**config.mk**
```make
export PLATFORM = sky130hd
export DESIGN_NAME = prf_wr_arbiter
export DESIGN_NICKNAME = d
export VERILOG_FILES = /design/src/rtl/prf_wr_arbiter.sv
export SDC_FILE = /design/constraint.sdc
export NUM_CORES = 1
export LEC_CHECK = 0
export CAP_MARGIN = 20
export CORE_MARGIN = 2
export CORE_UTILIZATION = 25
export CTS_BUF_LIST = sky130_fd_sc_hd__clkbuf_4 sky130_fd_sc_hd__clkbuf_8
export DETAILED_ROUTE_END_ITERATION = 8
export GPL_TIMING_DRIVEN = 0
export HOLD_SLACK_MARGIN = 0.12
export PLACE_DENSITY = 0.55
export REMOVE_ABC_BUFFERS = 1
export SLEW_MARGIN = 20
export SYNTH_ARGS = -nofsm -noshare
export SYNTH_HDL_FRONTEND = slang
export SYNTH_SLANG_ARGS = --single-unit
export TNS_END_PERCENT = 50
```
**constraint.sdc**
```tcl
create_clock -name CLK -period 4.45 [get_ports CLK]
set_clock_uncertainty 0.2 [all_clocks]
set_input_delay 1.335 -clock CLK [delete_from_list [all_inputs] [get_ports CLK]]
set_output_delay 1.335 -clock CLK [all_outputs]
set_load 0.02 [all_outputs]
```
**src/rtl/prf_wr_arbiter.sv**
```systemverilog
// prf_wr_arbiter: per-bank writeback arbiter in front of a banked PRF.
// Round-robin with PRF_WR_ARB_RR_EN defined, fixed priority otherwise.
//
// Ports:
//   CLK, RST                  clock, synchronous active-high reset
//   wr_req_valid_by_port      request valid per port
//   wr_req_PR_by_port         destination PR; PR[1:0] selects the bank
//   wr_req_data_by_port       write data per port
//   wr_req_ready_by_port      same-cycle acceptance per port
//   bank_wr_valid_by_bank     registered write enable per bank
//   bank_wr_upper_PR_by_bank  registered in-bank index PR[LOG_PR_COUNT-1:2]
//   bank_wr_data_by_bank      registered write data per bank
//   bank_wr_port_by_bank      registered granted port index per bank
module prf_wr_arbiter #(
  parameter int PRF_WR_COUNT   = 8,
  parameter int PRF_BANK_COUNT = 4,
  parameter int LOG_PR_COUNT   = 7,
  parameter int XLEN           = 32
) (
  input  logic CLK,
  input  logic RST,
  input  logic [PRF_WR_COUNT-1:0] wr_req_valid_by_port,
  input  logic [PRF_WR_COUNT-1:0][LOG_PR_COUNT-1:0]
    wr_req_PR_by_port,
  input  logic [PRF_WR_COUNT-1:0][XLEN-1:0]
    wr_req_data_by_port,
  output logic [PRF_WR_COUNT-1:0] wr_req_ready_by_port,
  output logic [PRF_BANK_COUNT-1:0] bank_wr_valid_by_bank,
  output logic [PRF_BANK_COUNT-1:0][LOG_PR_COUNT-3:0]
    bank_wr_upper_PR_by_bank,
  output logic [PRF_BANK_COUNT-1:0][XLEN-1:0]
    bank_wr_data_by_bank,
  output logic [PRF_BANK_COUNT-1:0][2:0]
    bank_wr_port_by_bank
);

  logic [PRF_BANK_COUNT-1:0]      grant;
  logic [PRF_BANK_COUNT-1:0][2:0] sel;
  int                             idx;

`ifdef PRF_WR_ARB_RR_EN
  logic [PRF_BANK_COUNT-1:0][2:0] ptr;
`endif

  // PR 0 is the hardwired zero register: it is acked
  // without occupying the bank-0 write slot.
  always_comb begin
    grant = '0;
    sel   = '0;
    idx   = 0;
    wr_req_ready_by_port = '0;
    for (int b = 0; b < PRF_BANK_COUNT; b++) begin
      for (int k = 0; k < PRF_WR_COUNT; k++) begin
`ifdef PRF_WR_ARB_RR_EN
        idx = int'(ptr[b]) + k;
        if (idx >= PRF_WR_COUNT)
          idx = idx - PRF_WR_COUNT;
`else
        idx = k;
`endif
        if (!grant[b] &&
            wr_req_valid_by_port[idx] &&
            (wr_req_PR_by_port[idx] != '0) &&
            (wr_req_PR_by_port[idx][1:0] == 2'(b))) begin
          grant[b] = 1'b1;
          sel[b]   = 3'(idx);
        end
      end
    end
    for (int i = 0; i < PRF_WR_COUNT; i++) begin
      if (wr_req_valid_by_port[i] &&
          (wr_req_PR_by_port[i] == '0))
        wr_req_ready_by_port[i] = 1'b1;
    end
    for (int b = 0; b < PRF_BANK_COUNT; b++) begin
      if (grant[b])
        wr_req_ready_by_port[sel[b]] = 1'b1;
    end
    if (RST)
      wr_req_ready_by_port = '0;
  end

  always_ff @(posedge CLK) begin
    for (int b = 0; b < PRF_BANK_COUNT; b++) begin
      if (RST || !grant[b]) begin
        bank_wr_valid_by_bank[b]    <= 1'b0;
        bank_wr_upper_PR_by_bank[b] <= '0;
        bank_wr_data_by_bank[b]     <= '0;
        bank_wr_port_by_bank[b]     <= '0;
      end else begin
        bank_wr_valid_by_bank[b]    <= 1'b1;
        bank_wr_upper_PR_by_bank[b] <=
          wr_req_PR_by_port[sel[b]][LOG_PR_COUNT-1:2];
        bank_wr_data_by_bank[b]     <=
          wr_req_data_by_port[sel[b]];
        bank_wr_port_by_bank[b]     <= sel[b];
      end
    end
  end

`ifdef PRF_WR_ARB_RR_EN
  // Pointer moves just past the winner so it drops to
  // lowest priority in its bank next cycle.
  always_ff @(posedge CLK) begin
    if (RST) begin
      ptr <= '0;
    end else begin
      for (int b = 0; b < PRF_BANK_COUNT; b++) begin
        if (grant[b]) begin
          if (sel[b] == 3'(PRF_WR_COUNT-1))
            ptr[b] <= '0;
          else
            ptr[b] <= sel[b] + 3'd1;
        end
      end
    end
  end
`endif

endmodule

```
[Word-level counts from Yosys, hierarchy flattened]
Index checks and enable logic that the tools add are counted.
Cells by class
  $lt $le $gt $ge: 8
  equality and inequality tests: 24
  muxes and demuxes: 101
  bitwise logic cells: 4
  reduce and logical (&&, ||, !) cells: 161
Operator list (count)
  $bmux 32 s3: 4
  $mux 32: 4
  $logic_and 1x1->1: 101
  $bmux 7 s3: 4
  $mux 3: 23
  $logic_not 7->1: 8
  $reduce_bool 7->1: 8
  $mux 1: 52
  $mux 8: 5
  $eq 2x2->1 const B: 16
  $logic_not 1->1: 32
  $or 8x8->8: 4
  $mux 7: 4
  $eq 2x1->1 const B: 8
  $logic_not 2->1: 8
  $lt 3x4->1 const B: 4
  $demux 1 s3: 4
  $ge 3x1->1 const B: 4
  $logic_or 1x1->1: 4
  $mux 2: 1
Word-level totals
  register bits: 164
  input bits: 322
  logic and storage cells: 311

[Logic depth before layout (Yosys ltp)]
Gate-level depths: netlist of run 1.
  word-level depth: 52
  depth in mapped cells: 11

[Worst setup path before layout of run 1]
OpenSTA, ideal clock, no wires.
  path kind: input -> output
  from: in wr_req_PR_by_port[24] (netlist bit)
  to: out wr_req_ready_by_port[4]
  arrival: 3343 ps
  required time: 2915 ps
  slack: -428 ps
  stages: 6
  path buffers: 0
  cell sequence: or4_4 -> o21ai_4 -> nand4_4 -> o21a_1 -> mux4_2 -> nor3b_1
On the way
  word-level cells in the longest chain between the ends: 37
  elaborated cells on any way between the ends: 142
Ends and longest elaborated chain
  start, declared: RTL line 24  | wr_req_PR_by_port,
  $reduce_bool 7->1 *: RTL line 63  | (wr_req_PR_by_port[idx] != '0) &&
  $logic_and 1x1->1: RTL line 62  | wr_req_valid_by_port[idx] &&
  $logic_and 1x1->1: RTL line 63
  $mux 1: RTL line 61  | if (!grant[b] &&
  $logic_not 1->1: RTL line 61
  $logic_and 1x1->1: RTL line 61
  $logic_and 1x1->1: RTL line 62
  $logic_and 1x1->1: RTL line 63
  [... 21 more ...]
  $mux 8: RTL line 76  | if (grant[b])
  $or 8x8->8 (no source line)
  $mux 8: RTL line 76
  $or 8x8->8 (no source line)
  $mux 8: RTL line 76
  $or 8x8->8 (no source line)
  $mux 8 *: RTL line 76
  $mux 8 *: RTL line 79  | if (RST)
  end, declared: RTL line 27  | output logic [PRF_WR_COUNT-1:0] wr_req_ready_by_port,
Mark *: on every way between the ends. The rest lies on a longest branch, timed or not.

[Worst setup path in the final report of run 1]
  from: in wr_req_PR_by_port[20] (netlist bit)
  to: out wr_req_ready_by_port[6]
On the way
  word-level cells in the longest chain between the ends: 42
  elaborated cells on any way between the ends: 166
Ends and longest elaborated chain (RTL line)
  $reduce_bool 7->1 *: 63
  $logic_and 1x1->1: 62
  $logic_and 1x1->1: 63
  $mux 1: 61
  $logic_not 1->1: 61
  $logic_and 1x1->1: 61
  $logic_and 1x1->1: 62
  $logic_and 1x1->1: 63
  [... 26 more ...]
  $mux 8: 76
  $or 8x8->8 (no source line)
  $mux 8: 76
  $or 8x8->8 (no source line)
  $mux 8: 76
  $or 8x8->8 (no source line)
  $mux 8 *: 76
  $mux 8 *: 79
Marked as above.

==> impl_metrics.py, run 1 <==
metrics = {
    "timing": {
        "min_period_ps": 4890,
        "timing.fmax_mhz": 205,
        "period_share_pct": 110,
        "slew_headroom_pct": 29.2,
        "worst_pin_slew_ps": 1060,
        "rsz0062_at_grt": "yes",
        "worst_slack_ps": -436,
        "finalMaxSlewViolations": 0,
        "setup_violations": 7,
        "finalHoldViolCount": 0,
    },
    "layout": {
        "nNetsFinal": 2206,
        "area_growth_pct": 56.4,
        "final_util_pct": 39.5,
        "drive_gt1_share_pct": 18.9,
    },
    "yosys": {
        "syn_area_um2": 13300,
        "syn_area_per_cell_um2": 9.29,
        "synth_top_cell_by_area": "dfxtp_1",
        "seq_area_frac_synth_pct": 24.8,
        "yosysMostFrequentCell": "mux2i_1",
        "synth_edf_count": 0,
        "synth_ff_type": "dfxtp_1",
        "synth_seq_cells": 164,
        "synth.area.top_cells": "dfxtp_1 (25%), mux2i_1 (17%), mux4_2 (13%), a222oi_1 (5.2%), nand2_1 (4.0%)",
        "async_flop_share_pct": 0,
        "synth_top_area_share_pct": 24.8,
        "ys_types": 60,
        "ys_warn_count": 0,
        "synthTopCellsByCount": "mux2i_1 (225), dfxtp_1 (164), nand2_1 (142), a31oi_1 (83)",
        "netlist_instances": 1427,
    },
    "power": {
        "p_leak_nw": 8.48,
        "power.density_nw_per_um2": 276,
        "ir_drop_uv": 178,
    },
    "outcome": {
        "outcome": "finished with violations",
        "violations": "DRC, setup timing",
    },
    "clock_tree": {
        "cts_tree": "built",
        "clock_path_buffers": 2,
        "cts-root-buf": "clkbuf_8",
        "cts_hold_buf": 0,
        "numCtsBuffers": 17,
        "cts_num_sinks": 164,
        "clkTransAtPathRegs_ps": 100,
        "h-tree-depth": 4,
    },
    "floorplanning": {
        "die_y_um": 234,
        "dieArea_um2": 54900,
        "die_width_um": 234,
        "row_count": 84,
        "core_um2": 52600,
        "io_pins": 494,
        "initial_utilization_pct": 25.2,
    },
    "flow_run": {
        "cap_violations": 0,
    },
    "grt": {
        "grt_usage_pct": 25.7,
        "globalRouteMet3Util_pct": 6.92,
        "use_met1_pct": 31.0,
        "grt_use_met2_pct": 41.8,
        "grt_max_degree": 61,
        "antenna_found_initial": 3,
        "gr-total-overflow": 0,
        "grt-busiest-layer": "met2",
        "grt_pass1_wl_um": 104000,
        "grt_pass1_vias": 15600,
    },
    "route": {
        "detail_route.first_pass.iterations": 9,
        "viasPerCell": 6.02,
        "final_antenna_net_count": 0,
        "drt-wirelength-per-cell_um": 28.0,
        "post-route-drc-count": 13,
        "routed_wl_um": 72600,
        "drtIter0Drc": 1869,
        "vias": 15600,
    },
    "place": {
        "io_buffer_count": 493,
        "gp_congestion": 0.876,
        "hpwlAfterDp_um": 51500,
        "preCtsSetupSlack_ps": -1980,
    },
    "worst_setup_path": {
        "cp.required_ps": 2910,
        "cp-endpoint": "wr_req_ready_by_port[6]",
        "cp.arrival_ps": 3350,
        "end_kind": "output port",
        "path_class": "primary input to output port",
        "cp-startpoint": "wr_req_PR_by_port[20]",
        "path_max_fanout": 5,
        "start_kind": "primary input",
    },
    "min_path": {
        "hold_path.class": "primary input to flop",
    },
}
## flip-flops by register name, indices dropped and copies added, names as in the netlist
name / cells
bank_wr_data_by_bank: 128
bank_wr_port_by_bank: 12
bank_wr_upper_PR_by_bank: 20
bank_wr_valid_by_bank: 4
## through the flow
stage	area, µm²	hold slack [ps]	cells	power, mW	TNS [ps]
floorplan	12600	1210	1278	3.09	-493580
global placement	18400	1840	2459	4.35	-1067150
detailed placement	19700	1650	2515	4.31	-49670
CTS	20600	789	2578	5.73	-2690
global route	20700	816	2587	5.96	-2460
finish	20700	855	2588	5.72	-2070
## repair_timing
item | CTS | global route
endpoints found under the setup margin | 7 | 7
resized for setup | 191 | 70
pin swaps | 30 | 18
hold endpoints to repair | 0 | 0
buffers inserted | 29 | 6
gates cloned | 3 | 0
## final cells by class
| type | count | area [µm²] |
|---|---|---|
| inverter | 10 | 40.0 |
| fill | 5180 | 31800 |
| multi-input combinational | 1105 | 9800 |
| clock inverter | 8 | 121 |
| clock buffer | 23 | 310 |
| antenna | 4 | 10.0 |
| timing repair buffer | 586 | 6310 |
| sequential | 164 | 3280 |
| tap | 688 | 861 |
## worst min path at each step
stage	end	from	cells past startpoint
finish	bank_wr_upper_PR_by_bank[3]	wr_req_PR_by_port[33]	3
global route	bank_wr_upper_PR_by_bank[3]	wr_req_PR_by_port[33]	3
CTS	bank_wr_upper_PR_by_bank[3]	wr_req_PR_by_port[33]	3
detailed placement	bank_wr_port_by_bank[0]	RST	2
global placement	bank_wr_upper_PR_by_bank[3]	wr_req_PR_by_port[33]	3
floorplan	bank_wr_port_by_bank[5]	RST	1
## report_power, final
group / total, mW / switching [mW] / internal, mW
registers: 1.69 / 0.0597 / 1.63
logic: 2.71 / 1.40 / 1.31
clock network: 1.32 / 0.687 / 0.632
## per-layer routing
| metal | vias up | part of all wire [%] |
|---|---|---|
| li1 | 6678 | - |
| met4 | 0 | 4.4 |
| met1 | 7655 | 39 |
| met2 | 1046 | 47 |
| met3 | 206 | 9.8 |
| met5 | - | 0 |
## logic make-up (layout without fill, tap and decap cells)
kind of cell    after synthesis  in the layout  synth area share, %
mux                         333            333                 32.6
other cells                   0              4                    0
flops                       164            164                 24.8
buf+inv                     159            627                 5.43
compound gates              444            444                 24.4
simple gates                327            328                 12.8
## cell usage in the layout, fill, tap and decap left out, drive strengths merged, types with 8 or more instances in the layout
cell           Yosys  final
a222oi            69     69
nand2            143    143
clkdlybuf4s50      0    428
a21o              42     42
a41oi             19     19
o31a              17     17
clkdlybuf4s15      0      8
mux4              76     76
and3              80     80
o22ai             61     61
mux2              32     32
dfxtp            164    164
o221ai            37     37
a31oi             83     83
inv               10     11
nand3              9      9
nor2              28     28
nor3              12     12
a21oi             45     45
mux2i            225    225
dlymetal6s2s       0     11
buf               69    111
o21ai             43     43
clkbuf            80     37
dlygate4sd2        0     12
## critical path: stages
cell	delay, ps
clkdlybuf4s15_1	290
nor2_2	100
a211o_4	360
nand4_4	150
buf_4	130
buf_6	130
o21ai_4	70
mux4_2	440
and3b_1	180
buf_4	150
Note: power is estimated with default switching activity, not from simulation.
==> inputs of run 2 (changes only) <==
--- a/config.mk
+++ b/config.mk
@@ -10,6 +10,7 @@
 export CORE_UTILIZATION = 25
 export CTS_BUF_LIST = sky130_fd_sc_hd__clkbuf_4 sky130_fd_sc_hd__clkbuf_8
 export DETAILED_ROUTE_END_ITERATION = 8
+export GPL_ROUTABILITY_DRIVEN = 0
 export GPL_TIMING_DRIVEN = 0
 export HOLD_SLACK_MARGIN = 0.12
 export PLACE_DENSITY = 0.55
==> run 2 against run 1 <==
Worst hold slack got worse by 11 ps. Non-clock buffer count rose by 9. Design area barely moved. Die area did not move. Sequential power barely moved. Highest routed layer is now met5. Combinational power barely moved. Cell count rose by 0.31%. Total power fell by 0.73%. The flow still finishes with violations (DRC, setup timing). Largest cell class unchanged.
==> impl_metrics.py, run 2 (same netlist as run 1, synthesis figures left out) <==
metrics = {
    "layout": {
        "nNetsFinal": 2214,
        "top_regs": "bank_wr_data_by_bank x128, bank_wr_upper_PR_by_bank x20, bank_wr_port_by_bank x12",
        "largest_register_ffs": 128,
        "design_area_um2": 20700,
        "instances_no_fill": 2596,
        "drive_gt1_share_pct": 19.2,
        "layout_commonest_cell": "clkdlybuf4s50_1",
        "final_util_pct": 39.5,
        "layout_common_cells": "clkdlybuf4s50_1 (427), mux2i_1 (225), dfxtp_1 (164)",
        "area_growth_pct": 56.4,
        "largest-register": "bank_wr_data_by_bank",
    },
    "outcome": {
        "outcome": "finished with violations",
        "violations": "DRC, setup timing",
    },
    "grt": {
        "gr-total-overflow": 0,
        "grt-busiest-layer": "met2",
        "antenna_found_initial": 3,
        "globalRouteMet3Util_pct": 6.49,
        "use_met1_pct": 32.0,
        "grt_pass1_vias": 15600,
        "grt_max_degree": 69,
        "grt_use_met2_pct": 40.8,
        "grt_pass1_wl_um": 103000,
        "grt_usage_pct": 25.5,
    },
    "worst_setup_path": {
        "crit_buf_inv": 2,
        "cp.arrival_ps": 3370,
        "cp.required_ps": 2910,
        "path_max_fanout": 5,
        "crit_chain": "buf_2, or4_4, o21ai_4, nand4_4, o21a_1, mux4_2, nor3b_2, buf_4",
        "cp.depth": 8,
        "worst_path_max_delay_cell": "or4_4",
        "cp-startpoint": "wr_req_PR_by_port[25]",
        "critPathTopFamily": "simple AND/OR/NAND/NOR gates",
        "cp-endpoint": "wr_req_ready_by_port[4]",
        "slowest_delay_ps": 550,
        "end_kind": "output port",
        "start_kind": "primary input",
        "path_class": "primary input to output port",
    },
    "timing": {
        "finalHoldViolCount": 0,
        "worst_pin_slew_ps": 1020,
        "setup_violations": 7,
        "finalMaxSlewViolations": 0,
        "slew_headroom_pct": 31.8,
        "timing.fmax_mhz": 204,
        "min_period_ps": 4910,
        "finalHoldWorstSlack_ps": 844,
        "worst_slack_ps": -456,
        "period_share_pct": 110,
        "rsz0062_at_grt": "yes",
        "timing.setup.tns_ps": -2060,
    },
    "clock_tree": {
        "cts-root-buf": "clkbuf_8",
        "cts_num_sinks": 164,
        "cts_tree": "built",
        "cts_hold_buf": 0,
        "h-tree-depth": 4,
        "numCtsBuffers": 17,
        "clock_path_buffers": 2,
        "clkTransAtPathRegs_ps": 90,
    },
    "floorplanning": {
        "row_count": 84,
        "initial_utilization_pct": 25.2,
        "io_pins": 494,
        "core_um2": 52600,
        "die_width_um": 234,
        "die_y_um": 234,
        "dieArea_um2": 54900,
    },
    "route": {
        "post-route-drc-count": 5,
        "detail_route.first_pass.iterations": 9,
        "routed_wl_um": 72100,
        "vias": 15700,
        "final_antenna_net_count": 0,
        "viasPerCell": 6.04,
        "drtIter0Drc": 2079,
        "drt-wirelength-per-cell_um": 27.8,
    },
    "place": {
        "dpl.cell_count": 2518,
        "postPlaceCellArea_um2": 19700,
        "hpwlAfterDp_um": 51100,
        "io_buffer_count": 493,
        "preCtsSetupSlack_ps": -1920,
    },
    "min_path": {
        "hp-start": "wr_req_PR_by_port[33]",
        "hold_path.class": "primary input to flop",
    },
    "flow_run": {
        "cap_violations": 0,
    },
    "power": {
        "power.density_nw_per_um2": 274,
        "p_leak_nw": 8.49,
        "p_total_mw": 5.68,
        "ir_drop_uv": 209,
    },
}
run 2: worst min-delay path by stage:
stage	endpoint	slack [ps]	cells past startpoint
floorplan	bank_wr_port_by_bank[5]	1210	1
global placement	bank_wr_upper_PR_by_bank[3]	1850	3
detailed placement	bank_wr_port_by_bank[3]	1650	2
CTS	bank_wr_upper_PR_by_bank[3]	790	3
global route	bank_wr_upper_PR_by_bank[3]	840	3
finish	bank_wr_upper_PR_by_bank[3]	840	3
run 2: per-layer routing:
layer | routed length, µm | part of all wire, %
met2 | 33700 | 47
met4 | 2590 | 3.6
met5 | 13 | 0.018
met1 | 28200 | 39
met3 | 7600 | 11
run 2: what timing repair did:
item	CTS	global route
pin swaps	29	20
gates cloned	2	0
buffers inserted	27	14
setup endpoints to repair	7	7
gates resized for setup	193	65
run 2: layout make-up:
class | count | area, µm²
fill | 5128 | 31800
multi-input combinational | 1104 | 9770
timing repair buffer | 595 | 6370
sequential | 164 | 3280
tap | 688 | 861
clock buffer | 21 | 283
clock inverter | 9 | 129
inverter | 10 | 40.0
antenna | 5 | 12.5
run 2: power by group:
part / internal [mW] / total [mW] / switching [mW]
combinational: 1.32 / 2.72 / 1.40
clock: 0.597 / 1.27 / 0.677
sequential: 1.63 / 1.69 / 0.0582
total: 3.55 / 5.68 / 2.13
